--- src/rtl/afifo_wr_arbiter_if.sv ---
// rtl/afifo_wr_arbiter_if.sv - requester and afifo write-port bundle for afifo_wr_arbiter
interface afifo_wr_arbiter_if #(
    parameter int NREQ      = 4,
    parameter int DW        = 8,
    parameter int MAX_BURST = 4
);
    localparam int CW = $clog2(MAX_BURST + 1);

    logic [NREQ-1:0]    req;
    logic [NREQ*DW-1:0] req_data;
    logic [NREQ-1:0]    ack;
    logic [NREQ-1:0]    grant;
    logic               full;
    logic               write_en;
    logic [DW-1:0]      w_data;
    logic               busy;
    logic [CW-1:0]      burst_cnt;

    // arbiter side: drives the afifo write port and the requester acks
    modport master (
        input  req, req_data, full,
        output ack, grant, write_en, w_data, busy, burst_cnt
    );

    // requester / afifo side
    modport slave (
        output req, req_data, full,
        input  ack, grant, write_en, w_data, busy, burst_cnt
    );
endinterface

--- src/rtl/afifo_wr_arbiter.sv ---
// rtl/afifo_wr_arbiter.sv - round-robin burst arbiter for the afifo write port
module afifo_wr_arbiter #(
    parameter int NREQ      = 4,
    parameter int DW        = 8,
    parameter int MAX_BURST = 4
) (
    input  logic               w_clk,
    input  logic               clr_n,
    afifo_wr_arbiter_if.master bus
);
    localparam int CW = $clog2(MAX_BURST + 1);
    localparam int IW = $clog2(NREQ);
    localparam logic [CW-1:0] CNT_LAST = CW'(MAX_BURST - 1);
    localparam logic [IW-1:0] PTR_INIT = IW'(NREQ - 1);

    typedef enum logic {IDLE, BURST} state_t;

    state_t          state_q, state_d;
    logic [IW-1:0]   owner_q, owner_d;
    logic [IW-1:0]   last_q, last_d;
    logic [IW-1:0]   winner;
    logic [CW-1:0]   cnt_q, cnt_d;
    logic [NREQ-1:0] grant_q, grant_d;
    logic            any_req;
    logic            req_own;
    logic            accept;
    logic [DW-1:0]   data_arr [NREQ];

    for (genvar g = 0; g < NREQ; g++) begin : g_unpack
        assign data_arr[g] = bus.req_data[g*DW +: DW];
    end

    assign bus.grant     = grant_q;
    assign bus.busy      = (state_q == BURST);
    assign bus.burst_cnt = cnt_q;

    // first requester after the last owner, wrapping modulo NREQ
    always_comb begin
        int idx;
        logic [IW-1:0] pos;
        idx     = 0;
        pos     = '0;
        winner  = '0;
        any_req = 1'b0;
        for (int i = 1; i <= NREQ; i++) begin
            idx = (int'(last_q) + i) % NREQ;
            pos = IW'(idx);
            if (!any_req && bus.req[pos]) begin
                any_req = 1'b1;
                winner  = pos;
            end
        end
    end

    // sequencing registers; reset abandons any burst immediately
    always_ff @(posedge w_clk or negedge clr_n) begin
        if (!clr_n) begin
            state_q <= IDLE;
            owner_q <= '0;
            last_q  <= PTR_INIT;
            cnt_q   <= '0;
            grant_q <= '0;
        end else begin
            state_q <= state_d;
            owner_q <= owner_d;
            last_q  <= last_d;
            cnt_q   <= cnt_d;
            grant_q <= grant_d;
        end
    end

    // next state plus same-cycle write strobe, ack and data mux
    always_comb begin
        state_d      = state_q;
        owner_d      = owner_q;
        last_d       = last_q;
        cnt_d        = cnt_q;
        grant_d      = grant_q;
        bus.ack      = '0;
        bus.write_en = 1'b0;
        bus.w_data   = data_arr[owner_q];
        req_own      = bus.req[owner_q];
        accept       = 1'b0;
        case (state_q)
            IDLE: begin
                if (any_req) begin
                    state_d          = BURST;
                    owner_d          = winner;
                    cnt_d            = '0;
                    grant_d          = '0;
                    grant_d[winner]  = 1'b1;
                end
            end
            BURST: begin
                accept           = req_own & ~bus.full;
                bus.write_en     = accept;
                bus.ack[owner_q] = accept;
                if (!req_own || (accept && cnt_q == CNT_LAST)) begin
                    state_d = IDLE;
                    grant_d = '0;
                    last_d  = owner_q;
                    cnt_d   = '0;
                end else if (accept) begin
                    cnt_d = cnt_q + CW'(1);
                end
            end
            default: state_d = IDLE;
        endcase
    end
endmodule

--- src/flat_wrapper.sv ---
// flat-port wrapper written by rule: the top's interface ports become plain ports
module afifo_wr_arbiter_flat 
#(
    parameter int NREQ      = 4,
    parameter int DW        = 8,
    parameter int MAX_BURST = 4
)
  (w_clk, clr_n, bus_req, bus_req_data, bus_full, bus_ack, bus_grant, bus_write_en, bus_w_data, bus_busy, bus_burst_cnt);
  afifo_wr_arbiter_if #(.NREQ(NREQ), .DW(DW), .MAX_BURST(MAX_BURST)) bus_i ();
  input  logic w_clk;
  input  logic clr_n;
  input wire logic [$bits(bus_i.req)-1:0] bus_req;
  input wire logic [$bits(bus_i.req_data)-1:0] bus_req_data;
  input wire logic [$bits(bus_i.full)-1:0] bus_full;
  output wire logic [$bits(bus_i.ack)-1:0] bus_ack;
  output wire logic [$bits(bus_i.grant)-1:0] bus_grant;
  output wire logic [$bits(bus_i.write_en)-1:0] bus_write_en;
  output wire logic [$bits(bus_i.w_data)-1:0] bus_w_data;
  output wire logic [$bits(bus_i.busy)-1:0] bus_busy;
  output wire logic [$bits(bus_i.burst_cnt)-1:0] bus_burst_cnt;
  assign bus_i.req = bus_req;
  assign bus_i.req_data = bus_req_data;
  assign bus_i.full = bus_full;
  assign bus_ack = bus_i.ack;
  assign bus_grant = bus_i.grant;
  assign bus_write_en = bus_i.write_en;
  assign bus_w_data = bus_i.w_data;
  assign bus_busy = bus_i.busy;
  assign bus_burst_cnt = bus_i.burst_cnt;
  afifo_wr_arbiter #(.NREQ(NREQ), .DW(DW), .MAX_BURST(MAX_BURST)) u_core (.w_clk(w_clk), .clr_n(clr_n), .bus(bus_i));
endmodule
--- config.mk ---
export PLATFORM = sky130hd
export DESIGN_NAME = afifo_wr_arbiter_flat
export DESIGN_NICKNAME = d
export VERILOG_FILES = /design/src/rtl/afifo_wr_arbiter_if.sv /design/src/rtl/afifo_wr_arbiter.sv /design/src/flat_wrapper.sv
export SDC_FILE = /design/constraint.sdc
export NUM_CORES = 1
export LEC_CHECK = 0
export BUFFER_PORTS_ARGS = -buffer_cell sky130_fd_sc_hd__buf_2
export CORE_UTILIZATION = 25
export CTS_CLUSTER_SIZE = 25
export DETAILED_ROUTE_END_ITERATION = 10
export GPL_TIMING_DRIVEN = 0
export SLEW_MARGIN = 15
export SYNTH_ARGS = -nofsm -noshare
export SYNTH_HDL_FRONTEND = slang
export SYNTH_SLANG_ARGS = --single-unit
--- constraint.sdc ---
create_clock -name w_clk -period 3.75 [get_ports w_clk]
set_input_delay 0.5625 -clock w_clk [delete_from_list [all_inputs] [get_ports w_clk]]
set_output_delay 0.5625 -clock w_clk [all_outputs]
set_load 0.05 [all_outputs]
==> results of run 1 <==
## cell type report
| cell class | instances | area [sq um] |
|---|---|---|
| Clock buffer | 4 | 26.28 |
| Inverter | 5 | 18.77 |
| Tap cell | 46 | 57.56 |
| Timing Repair Buffer | 59 | 295.3 |
| Sequential cell | 12 | 302.8 |
| Fill cell | 359 | 2130 |
| Multi-Input combinational cell | 57 | 565.5 |
| Buffer | 3 | 20.02 |
## cell usage in the layout, fill, tap and decap left out
cell        n
o31ai_1     1
a21oi_1     2
and3b_1     1
dfstp_2     2
mux4_1      3
nand2b_1    4
buf_6       1
a32o_1      2
or3_4       1
nand2_1     6
ha_1        2
a21oi_2     1
o22a_1      1
o21ai_0     2
nand3_1     1
inv_1       5
or2_2       1
nor4_1      3
clkbuf_4    3
o22ai_1     2
nor2_1      2
mux2i_1     4
dfrtp_1    10
clkbuf_1    2
o21a_1      1
o31a_1      1
buf_2      60
o2bb2ai_1   2
nor2b_1     2
mux4_2      6
o221ai_1    1
nor4b_1     1
and3_1      1
mux2_2      3
## state kept, by name, summed over array words and instances, names as in the netlist
register and count:
u_core.owner_q 2, u_core.bus.burst_cnt 3, u_core.bus.busy 1, u_core.last_q 2, u_core.bus.grant 4
## final timing paths
kind | endpoint | slack, ns | depth (start not counted)
min in group w_clk | u_core.bus.grant[0] | 0.50 | 1
max in group asynchronous | u_core.last_q[0] | 3.32 | 1
setup / recovery | bus_w_data[4] | 1.42 | 4
setup reg to reg | u_core.last_q[1] | 2.12 | 3
hold / removal | u_core.bus.grant[0] | 0.16 | 1
hold reg to reg | u_core.bus.grant[0] | 0.50 | 1
## per-layer routing
layer / track usage / share of wire
met4: 0.02616 / 0
met1: 0.1674 / 0.45
met3: 0.04963 / 0.10
met2: 0.2074 / 0.45
met5: 0 / 0
## kinds of logic after synthesis
group	synth area share
and+or+nand+nor	0.1462
AOI/OAI and AO/OA	0.1324
adders and majority gates	0.02758
muxes	0.3172
buffers and inverters	0.04275
DFF	0.3338
## where the power goes
group / total, uW / switching (uW) / internal [uW]
clock: 83.3 / 42.1 / 41.1
sequential: 245 / 53.0 / 192
combinational: 805 / 531 / 274
## per-stage QoR
stage                       util  hold slack [ns]  total power, uW  area (sq um)
final                     0.3766           0.1565             1134          1286
after global routing      0.3766           0.1529             1202          1286
after floorplan                -           0.2669            884.9         907.1
after detailed placement  0.3689           0.4604             1059          1260
after CTS                 0.3766           0.1639             1144          1286
after global placement    0.3689           0.4475             1045          1260
==> out/results.txt, run 1 <==
The final period utilization was 0.6217. In the final routed layout, each cell accounts on average for 13.60 um. TritonCTS built the clock tree. The tools report the global-route wire length before repair as 4071 um. For the number of global-route vias before repair, the log shows 897. Synthesis produced a netlist with a net count of 118.

The post-CTS setup buffer count is 0, and the number of buffers inserted during clock tree synthesis is 3. The maximum number of pins on one net before global-route repair was 13; the final wirelength was 2530 um. dfrtp_1 is the most common cell in the netlist. The logs give 186 for the final standard cell count with taps included and fillers excluded and 60 for the number of top-level design ports. The tool flagged a number of max-cap violations equal to 0. After synthesis the netlist holds a flip-flop and latch count of 12.

Via count normalized by instance count: 4.882. Setup repair after global routing left no endpoint under its margin. The critical path is of the flop to primary output type.

For the worst setup path, the data required time is 3.19 ns. Adding up every negative setup slack in the final design gives 0 ns. Timing analysis after detailed placement gives a worst setup slack of 1.568 ns. The clock drives 12 sinks. The number of flops mapped to enable cells by yosys was 0; the clock transition at the registers of the reported paths was 0.08 ns. The width of the die is 62.24 um. No sink is reached through more buffers than the 2 on the longest clock path. After floorplanning, the core was sized to cover 3416 sq um. By instance count, the cell type seen most on the critical path is buf_2. On the critical path the largest part of the delay comes from buffers and inverters. The worst setup path startpoint was u_core.owner_q[0]. For this design, the slowest cell found on the critical path is mux4_2.

The remaining routing DRC violations was 0; the leakage power total was 0.0006377 uW. On the worst path, the slowest cell contributes a delay of 0.54 ns. The run gives 1 as the number of H-tree levels. The proportion of register bits with asynchronous set or reset after synthesis is 1.000. By count the netlist is led by dfrtp_1 (10), mux4_2 (6), nand2_1 (6). The last weighted congestion value of the routability-driven placer is 0.7555.

The critical path goes through buf_6 -> buf_2 -> mux4_2 -> buf_2. For the pin with the worst max-slew slack, the measured transition is 0.5603 ns. The worst-case headroom to the max-slew limit is 0.6230, and the number of antenna repair diodes is 0. The largest total area in the synthesized netlist belongs to dfrtp_1. The area share of the largest cell type after synthesis came out at 0.2759.

The post-synthesis instance area is 907.1 sq um, and the height of the die is 62.24 um. The layout cell share with drive strength beyond 1 was 0.5571; the worst-case vdd ir drop was 0.4611 mV. The Yosys step of the flow raised 0 warnings. The number of different library cells used by synthesis comes to 33.

After technology mapping, the gate count stands at 77. The class of the tightest hold or removal check is input pin to async pin. Total die area: 3873 sq um. The effective utilization at floorplan was 0.2656. Along the worst path, the maximum fanout reaches 10. Counting both buffers and inverters, the worst setup path holds a total of 3. For this run, the detailed router's first-pass iteration total came to 4. For the number of cells after detailed placement, the log shows 182.

Setup violations remaining at the end of the flow were counted as 0. Gates resized during post-CTS repair numbered 0. The tools report the type of destination of the critical path as a primary output.

The run finished with clean final reports. Among all flip-flop cells after synthesis, the most frequent one is dfrtp_1. The sequential element share of the synthesized area is 0.3338.

Power density over cell area: 881.5 nW/um^2. The tools report the startpoint type of the worst setup path as a flop. Across all setup checks in the final design, the least slack found is 1.419 ns. The logs give 0.1301 for the total track usage and 0.27 ns for the latest clock arrival within the worst-skew pair. The maximum operating frequency is 0.4289 GHz, and the final net count is 182. The logs give 14 for the number of design-rule violations left by the first detailed-router iteration and 0 for the number of antenna violations at the first check in global routing. The launch instance of the worst register-to-register path was u_core.owner_q[1]. A synthesized cell averages 11.78 sq um. Yosys attributes the largest share of cell area to dfrtp_1 (28%), mux4_2 (15%), mux4_1 (8.7%), dfstp_2 (5.8%), mux2i_1 (4.4%).

Once detailed placement completed, the half-perimeter wirelength came to 2029 um. The number of buffers added to fix hold violations after cts was 0; the shortest clock period the worst path allows after layout was 2.331 ns. The hold violation total from the final report is 0. From synthesis to final layout, the design area changed by 41.79%. The logs give 0 for the max-slew violation total from the final report and 0 for the overall overflow remaining after global route.

Row generation in the floorplan step produced 21 rows. Summing over every cut layer, the via total after detailed routing is 908. The critical path data arrival time is 1.77 ns.

Number of routed nets with antenna violations: 0. The tools report the clock root buffer as clkbuf_4. Across the routed clock network, the largest skew measured is 0.004096 ns. The number of port buffers is 59.
Note: power is estimated with default switching activity, not from simulation.
==> run 2: changes to the inputs <==
Clock period 3.75 ns to 2.1 ns, I/O delays scaled along.
==> run 2 against run 1 <==
Cell count increased by 0.54%. Worst setup slack got worse by 1.3 ns. Total power increased by 82%. Sequential share of layout area decreased by 0.68 points. Global-route usage increased by 0.37 points. Combinational power increased by 84%. Sequential cell count unchanged. Critical path depth increased by 2. Register-to-register slack got worse by 1.7 ns. Critical path type unchanged. Largest cell class unchanged. Largest power group unchanged. Highest routed layer unchanged.
==> out/results.txt, run 2 (same netlist as run 1, synthesis figures left out) <==
The count of clock tree sinks is 12 (unchanged). The number of antenna violations at the first check in global routing came out at 0 (unchanged). The number of port buffers was 59 (unchanged); the final period utilization was 0.9629.

The tools report the latest clock arrival within the worst-skew pair as 0.27 ns (about the same). The run gives 0.006882 ns (+0.002786 ns) as the worst clock skew. The library cell used most frequently in the layout, excluding fill and tap cells, is buf_2. The pin slew with the least headroom to its limit came out at 0.5308 ns (-0.02943 ns). The leakage power total is 0.0006456 uW (+1.2%), and the max-slew violation total from the final report is 0 (unchanged). The max-capacitance violation count was 0 (unchanged); the power density over cell area was 1553 nW/um^2 (+76%). The final HPWL from detailed placement came out at 2056 um (+1.4%). The iteration count of the initial detailed-routing pass was 4 (unchanged); the final total power was 2066 uW (+82%).

The final net count was 183 (+0.55%); the number of buffers between clock root and the deepest sink was 2 (unchanged). The clock root buffer was clkbuf_4. The logs give 0.7667 (+1.5%) for the last weighted congestion value of the routability-driven placer and 0 (unchanged) for the number of routed nets with antenna violations. The flow ran to the end, and the final reports show no timing, DRC or antenna violations.

The required time of the critical path is 1.78 ns (-1.41 ns). For the number of global-route vias before repair, the log shows 917 (+2.2%). The global-route wire length before repair was 4160 um (+2.2%).

TritonCTS built the clock tree. The height of the die is 62.24 um (unchanged), and the flip-flop count of the largest register after layout is 4 (unchanged). The run gives 0 (unchanged) as the remaining routing DRC violations. The type of the worst setup path was flop to primary output. The overall overflow remaining after global route was 0 (unchanged); the accumulated negative setup slack was 0 ns (unchanged). The effective utilization at floorplan is 0.2656 (unchanged). The logs give 1330 sq um (+3.4%) for the post-route standard cell area excluding fillers and 187 (+0.54%) for the final standard cell count with taps included and fillers excluded.

The clock transition at the registers of the reported paths came out at 0.08 ns (about the same). The width of the die is 62.24 um (unchanged). The via count is 904 (-0.44%), and the number of top-level design ports is 60 (unchanged). Critical path data arrival time: 1.71 ns (-0.06 ns). After layout, the minimum clock period comes to 2.022 ns. The run gives 1276 sq um (+1.3%) as the placed cell area. The hold violation total from the final report came out at 0 (unchanged).

Signal routing reaches up to met3. The number of cells after detailed placement is 182 (unchanged). The class of the tightest hold or removal check was input pin to async pin.

Setup repair after global routing left no endpoint under its margin. Area of the core: 3416 sq um (unchanged). Number of design-rule violations left by the first detailed-router iteration: 16 (+2). STA classifies the critical path startpoint as a flop. The worst setup margin was 0.07801 ns (-1.341 ns).

For the total die area, the log shows 3873 sq um (unchanged). The logs give 13 (unchanged) for the maximum number of pins on one net before global-route repair and 1 (unchanged) for the number of H-tree levels. The library cells used most frequently in the layout, excluding fill and tap cells, are buf_2 (59), dfrtp_1 (9), mux4_2 (6), nand2_1 (6), inv_1 (5). For the total track usage, the log shows 0.1338 (+0.003672). The peak fanout along the critical path was 8 (-2). The type of destination of the critical path was a primary output. The maximum operating frequency is 0.4946 GHz, and the final number of setup-violating endpoints is 0 (unchanged). The post-CTS setup buffer count is 0 (unchanged), and the final wirelength is 2501 um (-1.1%). The via count normalized by instance count was 4.834 (-0.97%); the number of antenna repair diodes was 0 (unchanged).

The run gives 1131 um (-0.96%) as the routed length on met2. The logs give 3 (unchanged) for the number of buffers inserted during clock tree synthesis and 0.2543 ns (-1.313 ns) for the post-place setup slack. Final routed wire length divided by cell count: 13.37 um (-1.7%). The worst-case headroom to the max-slew limit came out at 0.6428 (+0.01980). The standard-cell row count came out at 21 (unchanged). The met1 wire length was 1117 um (-1.2%). The worst-case vdd ir drop was 0.6642 mV (+44%); the layout cell share with drive strength beyond 1 was 0.6028 (+0.04569). Relative to the synthesized area, the layout overhead comes to 46.62%.

The tools report the met3 wire length as 251 um (-2.0%).
run 2: what timing repair did:
action	in CTS	in global routing
gates resized for setup	3	2
hold endpoints to repair	10	0
gates cloned	0	0
pin swaps	1	0
hold buffers	1	0
endpoints found under the setup margin	3	1
run 2: metal layers:
layer,track usage,vias up
met3,0.04779,0
met1,0.1680,417
met5,0,-
li1,-,434
met4,0.02616,0
met2,0.2212,53
run 2: power by group:
| group | internal [uW] | switching, uW | total (uW) |
|---|---|---|---|
| combinational | 519 | 962 | 1480 |
| sequential | 345 | 92.7 | 438 |
| clock | 73.4 | 74.1 | 148 |
| total | 937 | 1130 | 2070 |
run 2: worst max-delay path, stage by stage, from the launching register on:
cell and delay (ns):
dfrtp_1 0.37, buf_6 0.15, mux2i_4 0.19, o22a_2 0.23, nor2_4 0.08, and3_2 0.17, buf_2 0.25
run 2: path summary, 6_finish.rpt:
kind	start	endpoint	slack, ns	cells after the start
worst max-delay path	u_core.owner_q[0]	bus_ack[3]	0.08	6
worst min-delay path	clr_n	u_core.bus.grant[2]	0.44	2
min in group w_clk	bus_req[2]	u_core.bus.busy	0.47	3
max in group asynchronous	clr_n	u_core.last_q[0]	1.38	2
worst min register to register	u_core.bus.grant[0]	u_core.bus.grant[0]	0.49	1
worst max register to register	u_core.owner_q[1]	u_core.last_q[0]	0.46	3
run 2: stage by stage:
stage	hold slack (ns)	utilization
global placement	0.1984	0.3736
detailed placement	0.2064	0.3736
finish	0.4397	0.3894
floorplan	0.01941	-
global route	0.4507	0.3894
CTS	0.4390	0.3864
run 2: area by class of cell:
type	count	area, sq um
timing repair buffer	60	305.3
sequential	12	304.0
tap	46	57.56
inverter	5	18.77
buffer	3	23.77
multi-input combinational	57	594.3
clock buffer	4	26.28
fill	343	2086
